<file path="config.mk">
export PLATFORM = sky130hd
export DESIGN_NAME = led_seq_ctrl_flat
export DESIGN_NICKNAME = d
export VERILOG_FILES = /design/src/rtl/led_pkg.sv /design/src/rtl/led_seq_ctrl_if.sv /design/src/rtl/led_tick_gen.sv /design/src/rtl/led_seq_ctrl.sv /design/src/flat_wrapper.sv
export SDC_FILE = /design/constraint.sdc
export NUM_CORES = 1
export LEC_CHECK = 0
export ABC_AREA = 1
export CAP_MARGIN = 0
export CELL_PAD_IN_SITES_DETAIL_PLACEMENT = 1
export CELL_PAD_IN_SITES_GLOBAL_PLACEMENT = 1
export CORE_MARGIN = 2
export CORE_UTILIZATION = 40
export CTS_CLUSTER_DIAMETER = 40
export DETAILED_ROUTE_END_ITERATION = 12
export PLACE_DENSITY_LB_ADDON = 0.1
export SLEW_MARGIN = 20
export SYNTH_ARGS = -nofsm -noshare
export SYNTH_HDL_FRONTEND = slang
export SYNTH_HIERARCHICAL = 1
export SYNTH_SLANG_ARGS = --single-unit
</file>
<file path="constraint.sdc">
create_clock -name clk -period 2.23 [get_ports clk]
set_input_delay 0.669 -clock clk [delete_from_list [all_inputs] [get_ports clk]]
set_output_delay 0.669 -clock clk [all_outputs]
set_load 0.02 [all_outputs]
</file>
<file path="src/rtl/led_pkg.sv">
// Shared constants for the LED pattern sequencer: mode encodings,
// LED bank width, breathe PWM width and the per-mode starting patterns.
package led_pkg;

   localparam int LED_W         = 4;
   localparam int PWM_WIDTH_DEF = 4;

   localparam logic [1:0] MODE_BIN     = 2'd0;
   localparam logic [1:0] MODE_RUN     = 2'd1;
   localparam logic [1:0] MODE_BOUNCE  = 2'd2;
   localparam logic [1:0] MODE_BREATHE = 2'd3;

   typedef enum logic [1:0] {
      S_BIN     = MODE_BIN,
      S_RUN     = MODE_RUN,
      S_BOUNCE  = MODE_BOUNCE,
      S_BREATHE = MODE_BREATHE
   } mode_e;

   // Pattern register contents on mode entry (count, one-hot, bounce position)
   localparam logic [LED_W-1:0] INIT_BIN    = 4'b0000;
   localparam logic [LED_W-1:0] INIT_RUN    = 4'b0001;
   localparam logic [LED_W-1:0] INIT_BOUNCE = 4'b0000;

   // Pattern register value a freshly entered mode starts from
   function automatic logic [LED_W-1:0] init_pat(input mode_e mode);
      logic [LED_W-1:0] pat;
      case (mode)
         S_BIN:    pat = INIT_BIN;
         S_RUN:    pat = INIT_RUN;
         S_BOUNCE: pat = INIT_BOUNCE;
         default:  pat = 4'b0000;
      endcase
      return pat;
   endfunction

endpackage

</file>
<file path="src/rtl/led_seq_ctrl_if.sv">
// Control/status bundle of the LED sequencer: button, pause and speed in,
// LED drive, current mode and step pulse out.
interface led_seq_ctrl_if;
   import led_pkg::*;

   logic             i_next;
   logic             i_pause;
   logic [1:0]       i_speed;
   logic [LED_W-1:0] o_led;
   logic [1:0]       o_mode;
   logic             o_tick;

   modport master (output i_next, i_pause, i_speed, input o_led, o_mode, o_tick);
   modport slave  (input i_next, i_pause, i_speed, output o_led, o_mode, o_tick);

endinterface

</file>
<file path="src/rtl/led_tick_gen.sv">
// Pattern-step prescaler: emits a registered one-cycle pulse every
// (TICK_DIV >> speed) cycles. The >= compare means a mid-count speed-up
// ticks on the next cycle rather than wrapping through the full range.
module led_tick_gen #(
   parameter int TICK_DIV  = 12500000,
   parameter int CNT_WIDTH = 26
) (
   input  logic       clk,
   input  logic       rst,
   input  logic       i_en,
   input  logic       i_clr,
   input  logic [1:0] i_speed,
   output logic       o_tick
);

   logic [CNT_WIDTH-1:0] cnt_r;
   logic [CNT_WIDTH-1:0] limit_s;
   logic                 tick_r;

   // Terminal count for the selected speed, truncated to the counter width
   always_comb begin
      limit_s = CNT_WIDTH'((TICK_DIV >> i_speed) - 32'sd1);
   end

   // Count, wrap and pulse; clear beats pause beats counting
   always_ff @(posedge clk) begin
      if (rst) begin
         cnt_r  <= {CNT_WIDTH{1'b0}};
         tick_r <= 1'b0;
      end else if (i_clr) begin
         cnt_r  <= {CNT_WIDTH{1'b0}};
         tick_r <= 1'b0;
      end else if (!i_en) begin
         tick_r <= 1'b0;
      end else if (cnt_r >= limit_s) begin
         cnt_r  <= {CNT_WIDTH{1'b0}};
         tick_r <= 1'b1;
      end else begin
         cnt_r  <= cnt_r + CNT_WIDTH'(1'b1);
         tick_r <= 1'b0;
      end
   end

   assign o_tick = tick_r;

endmodule

</file>
<file path="src/rtl/led_seq_ctrl.sv">
// 4-LED pattern sequencer: button edge detect, mode FSM, per-mode pattern
// state, free-running breathe PWM and a registered LED output that already
// reflects the state being loaded on the same edge.
module led_seq_ctrl
   import led_pkg::*;
#(
   parameter int TICK_DIV  = 12500000,
   parameter int CNT_WIDTH = 26,
   parameter int PWM_WIDTH = PWM_WIDTH_DEF
) (
   input  logic           clk,
   input  logic           rst,
   led_seq_ctrl_if.slave  bus
);

   localparam logic [LED_W-1:0]     PAT_ONE    = LED_W'(1'b1);
   localparam logic [LED_W-1:0]     BOUNCE_TOP = LED_W'(LED_W - 1);
   localparam logic [PWM_WIDTH-1:0] PWM_ONE    = PWM_WIDTH'(1'b1);
   localparam logic [PWM_WIDTH-1:0] DUTY_TOP   = {PWM_WIDTH{1'b1}};

   logic                 next_prev_r;
   logic                 rise_s;
   logic                 tick_s;
   mode_e                mode_r, mode_nx_s;
   logic [LED_W-1:0]     pat_r, pat_nx_s;     // BIN count, RUN one-hot or BOUNCE position
   logic                 bdir_r, bdir_nx_s;   // bounce direction, 1 = moving down
   logic [PWM_WIDTH-1:0] duty_r, duty_nx_s;
   logic                 wdir_r, wdir_nx_s;   // breathe direction, 1 = fading
   logic [PWM_WIDTH-1:0] pwm_r, pwm_nx_s;
   logic [LED_W-1:0]     led_r, led_nx_s;

   assign rise_s = bus.i_next & ~next_prev_r;

   led_tick_gen #(
      .TICK_DIV  (TICK_DIV),
      .CNT_WIDTH (CNT_WIDTH)
   ) u_tick (
      .clk     (clk),
      .rst     (rst),
      .i_en    (~bus.i_pause),
      .i_clr   (rise_s),
      .i_speed (bus.i_speed),
      .o_tick  (tick_s)
   );

   // Next mode, pattern step and LED image; a mode change discards any tick
   always_comb begin
      mode_nx_s = mode_r;
      pat_nx_s  = pat_r;
      bdir_nx_s = bdir_r;
      duty_nx_s = duty_r;
      wdir_nx_s = wdir_r;
      pwm_nx_s  = pwm_r + PWM_ONE;
      led_nx_s  = 4'b0000;

      if (rise_s) begin
         case (mode_r)
            S_BIN:     mode_nx_s = S_RUN;
            S_RUN:     mode_nx_s = S_BOUNCE;
            S_BOUNCE:  mode_nx_s = S_BREATHE;
            S_BREATHE: mode_nx_s = S_BIN;
            default:   mode_nx_s = S_BIN;
         endcase
         pat_nx_s  = init_pat(mode_nx_s);
         bdir_nx_s = 1'b0;
         duty_nx_s = {PWM_WIDTH{1'b0}};
         wdir_nx_s = 1'b0;
      end else if (tick_s) begin
         case (mode_r)
            S_BIN: pat_nx_s = pat_r + PAT_ONE;
            S_RUN: pat_nx_s = {pat_r[LED_W-2:0], pat_r[LED_W-1]};
            S_BOUNCE: begin
               if (!bdir_r) begin
                  pat_nx_s  = pat_r + PAT_ONE;
                  bdir_nx_s = (pat_r == BOUNCE_TOP - PAT_ONE);
               end else begin
                  pat_nx_s  = pat_r - PAT_ONE;
                  bdir_nx_s = (pat_r != PAT_ONE);
               end
            end
            S_BREATHE: begin
               if (!wdir_r) begin
                  duty_nx_s = duty_r + PWM_ONE;
                  wdir_nx_s = (duty_r == DUTY_TOP - PWM_ONE);
               end else begin
                  duty_nx_s = duty_r - PWM_ONE;
                  wdir_nx_s = (duty_r != PWM_ONE);
               end
            end
            default: pat_nx_s = pat_r;
         endcase
      end else begin
         pat_nx_s = pat_r;
      end

      case (mode_nx_s)
         S_BIN:     led_nx_s = pat_nx_s;
         S_RUN:     led_nx_s = pat_nx_s;
         S_BOUNCE:  led_nx_s = PAT_ONE << pat_nx_s;
         S_BREATHE: led_nx_s = {LED_W{pwm_nx_s < duty_nx_s}};
         default:   led_nx_s = 4'b0000;
      endcase
   end

   // State and output registers; button history resets high so a held button is ignored
   always_ff @(posedge clk) begin
      if (rst) begin
         next_prev_r <= 1'b1;
         mode_r      <= S_BIN;
         pat_r       <= INIT_BIN;
         bdir_r      <= 1'b0;
         duty_r      <= {PWM_WIDTH{1'b0}};
         wdir_r      <= 1'b0;
         pwm_r       <= {PWM_WIDTH{1'b0}};
         led_r       <= 4'b0000;
      end else begin
         next_prev_r <= bus.i_next;
         mode_r      <= mode_nx_s;
         pat_r       <= pat_nx_s;
         bdir_r      <= bdir_nx_s;
         duty_r      <= duty_nx_s;
         wdir_r      <= wdir_nx_s;
         pwm_r       <= pwm_nx_s;
         led_r       <= led_nx_s;
      end
   end

   assign bus.o_led  = led_r;
   assign bus.o_mode = mode_r;
   assign bus.o_tick = tick_s;

endmodule

</file>
<file path="src/flat_wrapper.sv">
// flat-port wrapper written by rule: the top's interface ports become plain ports
module led_seq_ctrl_flat import led_pkg::*;
#(
   parameter int TICK_DIV  = 12500000,
   parameter int CNT_WIDTH = 26,
   parameter int PWM_WIDTH = PWM_WIDTH_DEF
)
  (clk, rst, bus_i_next, bus_i_pause, bus_i_speed, bus_o_led, bus_o_mode, bus_o_tick);
  led_seq_ctrl_if bus_i ();
  input  logic clk;
  input  logic rst;
  input wire logic [$bits(bus_i.i_next)-1:0] bus_i_next;
  input wire logic [$bits(bus_i.i_pause)-1:0] bus_i_pause;
  input wire logic [$bits(bus_i.i_speed)-1:0] bus_i_speed;
  output wire logic [$bits(bus_i.o_led)-1:0] bus_o_led;
  output wire logic [$bits(bus_i.o_mode)-1:0] bus_o_mode;
  output wire logic [$bits(bus_i.o_tick)-1:0] bus_o_tick;
  assign bus_i.i_next = bus_i_next;
  assign bus_i.i_pause = bus_i_pause;
  assign bus_i.i_speed = bus_i_speed;
  assign bus_o_led = bus_i.o_led;
  assign bus_o_mode = bus_i.o_mode;
  assign bus_o_tick = bus_i.o_tick;
  led_seq_ctrl #(.TICK_DIV(TICK_DIV), .CNT_WIDTH(CNT_WIDTH), .PWM_WIDTH(PWM_WIDTH)) u_core (.clk(clk), .rst(rst), .bus(bus_i));
endmodule
</file>
Yosys cells after proc, flatten, opt, wreduce, memory -nomap -nowiden. Cells that the tools add are included.

Flip-flop bits (word level): 48. Word-level logic and storage cells: 58.

Reductions and logical operators: 7. Equality and inequality tests: 11. Mux-type cells: 17. Shift-type cells: 2. Add/subtract/negate cells: 7. Magnitude comparators: 2. Bitwise gates (word level): 2.

Operator list (number): 4-bit 2-to-1 mux (7); 26-bit by 1-bit adder with 26-bit output, second input constant (1); 26-bit >= comparator (1); 26-bit 2-to-1 mux (1); 24-bit by 2-bit right shift with 26-bit output, first input constant (1); 26-bit by 2-bit subtractor with 26-bit output, second input constant (1); 4-bit one-hot mux with 3 select lines (2); 4-bit by 1-bit adder with 4-bit output, second input constant (3); 2-bit equality test, second input constant (4); 4-bit by 1-bit != test with 1-bit output, second input constant (2); 2-bit one-hot mux with 4 select lines (1); 4-bit by 1-bit subtractor with 4-bit output, second input constant (2); 2-bit by 1-bit equality test with 1-bit output, second input constant (3); 4-bit by 2-bit equality test with 1-bit output, second input constant (1); 4-bit equality test, second input constant (1); 2-bit zero test (2); 4-bit < comparator (1); 1-bit 2-to-1 mux (4); 2-bit 2-to-1 mux (2); 2-bit AND reduction (2); 2-bit OR reduction (2); 1-bit by 4-bit << shifter with 4-bit output, first input constant (1); 3-bit OR reduction (1); 1-bit AND (1); 1-bit inverter (1).

Depth between registers and ports, before layout.
Depth in word-level cells: 8. Depth in mapped cells: 16. Depth with buffers taken out: 16.

Modules after synthesis. The synthesis kept the hierarchy.

Modules (own cells, without submodules): led_tick_gen (instances 1, area each 1876.8 µm², cells an instance 265); led_seq_ctrl (instances 1, area each 1391.3 µm², cells an instance 206).

Least setup slack after synthesis. Ideal clock, no wire load.

Path kind: in2reg. Start point: input port bus_i_speed[1]. End point: register u_core.u_tick.cnt_r[8]. Setup slack: -0.145 ns. Cell stages on the path: 14. Data arrival time: 2.258 ns. Buffers on the path: 2. Cells stage by stage: buf_2 nand2_1 ha_1 ha_1 nand2_1 nor2_1 nand3_1 nand3_1 nand3_1 nand3_2 nand2_2 nand2_4 buf_6 nor2_1.

Longest elaborated chain between the ends: 4.

RTL lines: start, declared (RTL line flat_wrapper.sv:14) `input wire logic [$bits(bus_i.i_speed)-1:0] bus_i_speed;`; 24-bit by 2-bit right shift with 26-bit output (RTL line led_tick_gen.sv:22) `limit_s = CNT_WIDTH'((TICK_DIV >> i_speed) - 32'sd1);`; 26-bit by 2-bit subtractor with 26-bit output (RTL line led_tick_gen.sv:22); 26-bit >= comparator (RTL line led_tick_gen.sv:35) `end else if (cnt_r >= limit_s) begin`; 26-bit 2-to-1 mux (RTL line led_tick_gen.sv:35); end signal, assigned (RTL line led_tick_gen.sv:28) `cnt_r <= {CNT_WIDTH{1'b0}};`; end signal, assigned (RTL line led_tick_gen.sv:36) `cnt_r <= {CNT_WIDTH{1'b0}};`; end signal, assigned (RTL line led_tick_gen.sv:39) `cnt_r <= cnt_r + CNT_WIDTH'(1'b1);`; end, declared (RTL line led_tick_gen.sv:16) `logic [CNT_WIDTH-1:0] cnt_r;`.

Every way passes these cells. A chain may end at the register's enable or synchronous reset.

Worst setup path after layout.
Start point: input port bus_i_speed[0]. End point: register u_core.u_tick.cnt_r[20].

Same word-level chain as after synthesis.

==> impl_metrics.json <==
{
  "status": "completed",
  "ios": 13,
  "syn-instance-count": 471,
  "finalHoldViolations": 0,
  "required_ps": 2430,
  "grt_max_degree": 19,
  "antenna_cells": 0,
  "synthArstFlopShare_pct": 0,
  "postLayoutCellArea_mm2": 0.00402,
  "drt-initial-drc-count": 64,
  "dp_slack_ps": -814,
  "r2r_cells": 13,
  "final_nets": 564,
  "dieArea_mm2": 0.00891,
  "p_switching_uw": 426,
  "grt_pass1_vias": 3146,
  "grt.total_usage_pct": 20.5,
  "initial_core_util_pct": 41.9,
  "crit_fanout": 5,
  "insertion_delay_ps": 300,
  "synth-edff-count": 0,
  "p_comb_share_pct": 13.1,
  "drt-pass1-iter-count": 4,
  "cts_max_level": 2,
  "io_buffers": 12,
  "hold_start": "u_core/duty_r[3]$_SDFF_PP0_",
  "end_kind": "register",
  "post_synth.cell_area_avg_um2": 6.94,
  "slew_viol_final": 0,
  "die_w_um": 94.4,
  "timing.rr.end": "u_core/bus.o_led[3]$_SDFF_PP0_",
  "route.detailed.drc": 0,
  "routed_via_density": 4.92,
  "grt_pass1_wl_um": 14400,
  "cts_root_buf": "clkbuf_8",
  "finalNonFillerCells": 624,
  "dieHeight_um": 94.4,
  "clockBufferDepth": 2,
  "drtAntennaViolNets": 0,
  "dp.cells": 613,
  "place_area_mm2": 0.00379,
  "core_area_mm2": 0.00781,
  "hold_depth": 2,
  "hold_path_class": "reg -> reg",
  "p_clk_share_pct": 36.2,
  "leakage_nw": 1.82,
  "area_growth_pct": 23.1,
  "fp-row-count": 32,
  "p_seq_share_pct": 50.7,
  "p_per_area_mw_per_mm2": 431,
  "crit_arrival_ps": 2340,
  "p_int_mw": 1.31,
  "sw_frac_of_total_pct": 24.6,
  "fmax_mhz": 468,
  "synth_top_cells_by_count": "nand2_1 (92), nor2_1 (75), inv_1 (67), dfxtp_1 (48), ha_1 (37)",
  "gp_congestion": 0.806,
  "rrSetupSlack_ps": 200,
  "synthesis.area_mm2": 0.00327,
  "avgRoutedWirePerCell_um": 13.8,
  "drive_gt1_share_pct": 19.3,
  "cp-start-kind": "input port",
  "synth_most_common_cell": "nand2_1",
  "dr_total_vias": 3071,
  "path_clk_slew_ps": 90,
  "worst_slack_ps": 91.3,
  "post-dp-hpwl_um": 6970,
  "finalCriticalPeriod_ps": 2140,
  "reg2reg_from": "u_core/bus.o_mode[1]$_SDFF_PP0_",
  "setup_viol": 0,
  "drt_wl_total_um": 8640,
  "ys_seq_area_share_pct": 29.4,
  "antenna_found_initial": 0,
  "peakVddDrop_mv": 0.215,
  "cts_tree": "yes",
  "cts.sinks": 48,
  "finClkSkew_ps": 4.14,
  "path_class": "in -> reg",
  "maxCapViolCount": 0,
  "ys_ff_latch": 48,
  "synth_warnings": 6,
  "synth_cell_type_count": 38,
  "holdPathEnd": "u_core/wdir_r$_SDFFE_PP0P_",
  "finalCritPeriodShare_pct": 95.9,
  "power_mw": 1.73,
  "fillers": 1020,
  "cts_buffers": 5,
  "synth_area_leader_cell": "dfxtp_1",
  "synth_top_area_share_pct": 29.4,
  "synth_top_cells_by_area": "dfxtp_1 (29%), ha_1 (14%), nand2_1 (11%)",
  "synthFlopType": "dfxtp_1",
  "final_util_pct": 51.5,
  "hold_buffers": 0,
  "grt_overflow": 0
}
==> metrics by stage <==
stage / TNS, ps / hold WS [ps]
2_1_floorplan: 0 / 430
3_5_place_dp: -21680 / 502
6_report: 0 / 516
4_1_cts: 0 / 516
3_3_place_gp: -19210 / 446
5_1_grt: -45.9 / 533
==> flip-flops by register name (all words and copies together), names as in the netlist <==
name and cells:
u_core/pat_r 4, u_core/bus.o_led 4, u_core/u_tick/cnt_r 26, u_core/next_prev_r 1, u_core/u_tick/o_tick 1, u_core/bdir_r 1, u_core/duty_r 4, u_core/pwm_r 4
u_core/wdir_r 1, u_core/bus.o_mode 2
==> layout make-up <==
type / instances / area, um^2 / area share [%]
Multi-Input combinational cell: 341 / 2070 / 51.5
Timing Repair Buffer: 51 / 473 / 11.8
Sequential cell: 48 / 962 / 23.9
Clock inverter: 2 / 35.0 / 0.871
Clock buffer: 6 / 72.6 / 1.80
Tap cell: 102 / 128 / 3.17
Inverter: 74 / 280 / 6.97
==> worst max path at each step <==
stage | from | end | slack (ps) | cells past startpoint
final | bus_i_speed[0] | u_core/u_tick/cnt_r[20]$_SDFFE_PP0P_ | 90 | 17
after global placement | bus_i_speed[1] | u_core/u_tick/cnt_r[12]$_SDFFE_PP0P_ | -720 | 16
after floorplan | bus_i_speed[1] | u_core/u_tick/cnt_r[8]$_SDFFE_PP0P_ | 2 | 16
after CTS | bus_i_next | u_core/bus.o_led[1]$_SDFF_PP0_ | 10 | 14
after global routing | bus_i_speed[0] | u_core/u_tick/cnt_r[21]$_SDFFE_PP0P_ | -10 | 17
after detailed placement | bus_i_speed[1] | u_core/u_tick/cnt_r[12]$_SDFFE_PP0P_ | -810 | 16
==> cell families after synthesis <==
kind of cell,after synthesis,share of synthesized area (%)
xor gates and xnor gates,21,5.63
AOI/OAI and AO/OA,39,7.12
muxes,1,0.306
buffers and inverters,83,10.4
other,1,0.115
DFF,48,29.4
adders and majority gates,37,14.2
and+or+nand+nor,241,32.8
==> worst max-delay path, stage by stage <==
cell       delay (ps)
buf_6             110
inv_4              60
nand2_4            50
ha_4              240
ha_4              260
nand2_1            50
nand2_1            50
nand2_1            50
nand2_1            60
nand2_1            50
nand3_1            80
nand3_1           100
nand3_2            80
nand2_2            70
nand2_4           140
clkbuf_16         160
nor2_1             30
==> layer usage <==
| metal | GRT usage (%) | wire (um) | vias to the layer above |
|---|---|---|---|
| li1 | - | - | 1583 |
| met3 | 2.47 | 135 | 8 |
| met5 | 0 | 0 | - |
| met1 | 23.7 | 3810 | 1462 |
| met2 | 39.2 | 4590 | 18 |
| met4 | 5.80 | 106 | 0 |
==> power groups by stage <==
stage | Clock [mW] | Combinational, mW | Sequential, mW
2_1_floorplan | 0 | 0.125 | 0.901
3_3_place_gp | 0 | 0.203 | 0.898
3_5_place_dp | 0 | 0.212 | 0.899
4_1_cts | 0.651 | 0.215 | 0.879
5_1_grt | 0.681 | 0.256 | 0.881
6_report | 0.627 | 0.228 | 0.879
==> placed cells by master, fill, tap and decap left out, types with 2 or more instances in the layout <==
cell type / synthesis / routed
inv_1: 67 / 65
a21oi_1: 15 / 15
conb_1: 1 / 2
nor3_2: 0 / 2
nand2_2: 6 / 8
nand2_4: 1 / 2
nand2_1: 92 / 89
dfxtp_1: 48 / 47
a21o_1: 2 / 2
inv_2: 7 / 8
nor2_1: 75 / 65
o21ai_0: 8 / 8
a21oi_2: 2 / 2
nor4_1: 3 / 3
buf_6: 3 / 2
xnor2_1: 5 / 5
buf_12: 0 / 3
nor3_1: 6 / 4
buf_4: 1 / 35
nand3_1: 34 / 34
xor2_1: 16 / 16
clkdlybuf4s50_1: 0 / 9
clkbuf_8: 0 / 5
ha_4: 0 / 3
o22ai_1: 4 / 4
nor2_2: 7 / 15
o21bai_1: 2 / 2
or2_2: 3 / 3
nor2_4: 1 / 3
ha_1: 37 / 34
nor3_4: 2 / 2
nand4_1: 9 / 9
==> what timing repair did <==
item | 4_1_cts | 5_1_grt
cloned | 0 | 1
hold endpoints to repair | 0 | 0
setup buffers | 1 | 1
endpoints found under the setup margin | 26 | 29
gates resized for setup | 11 | 27
pin swaps | 0 | 8
Note: power is estimated with default switching activity, not from simulation.
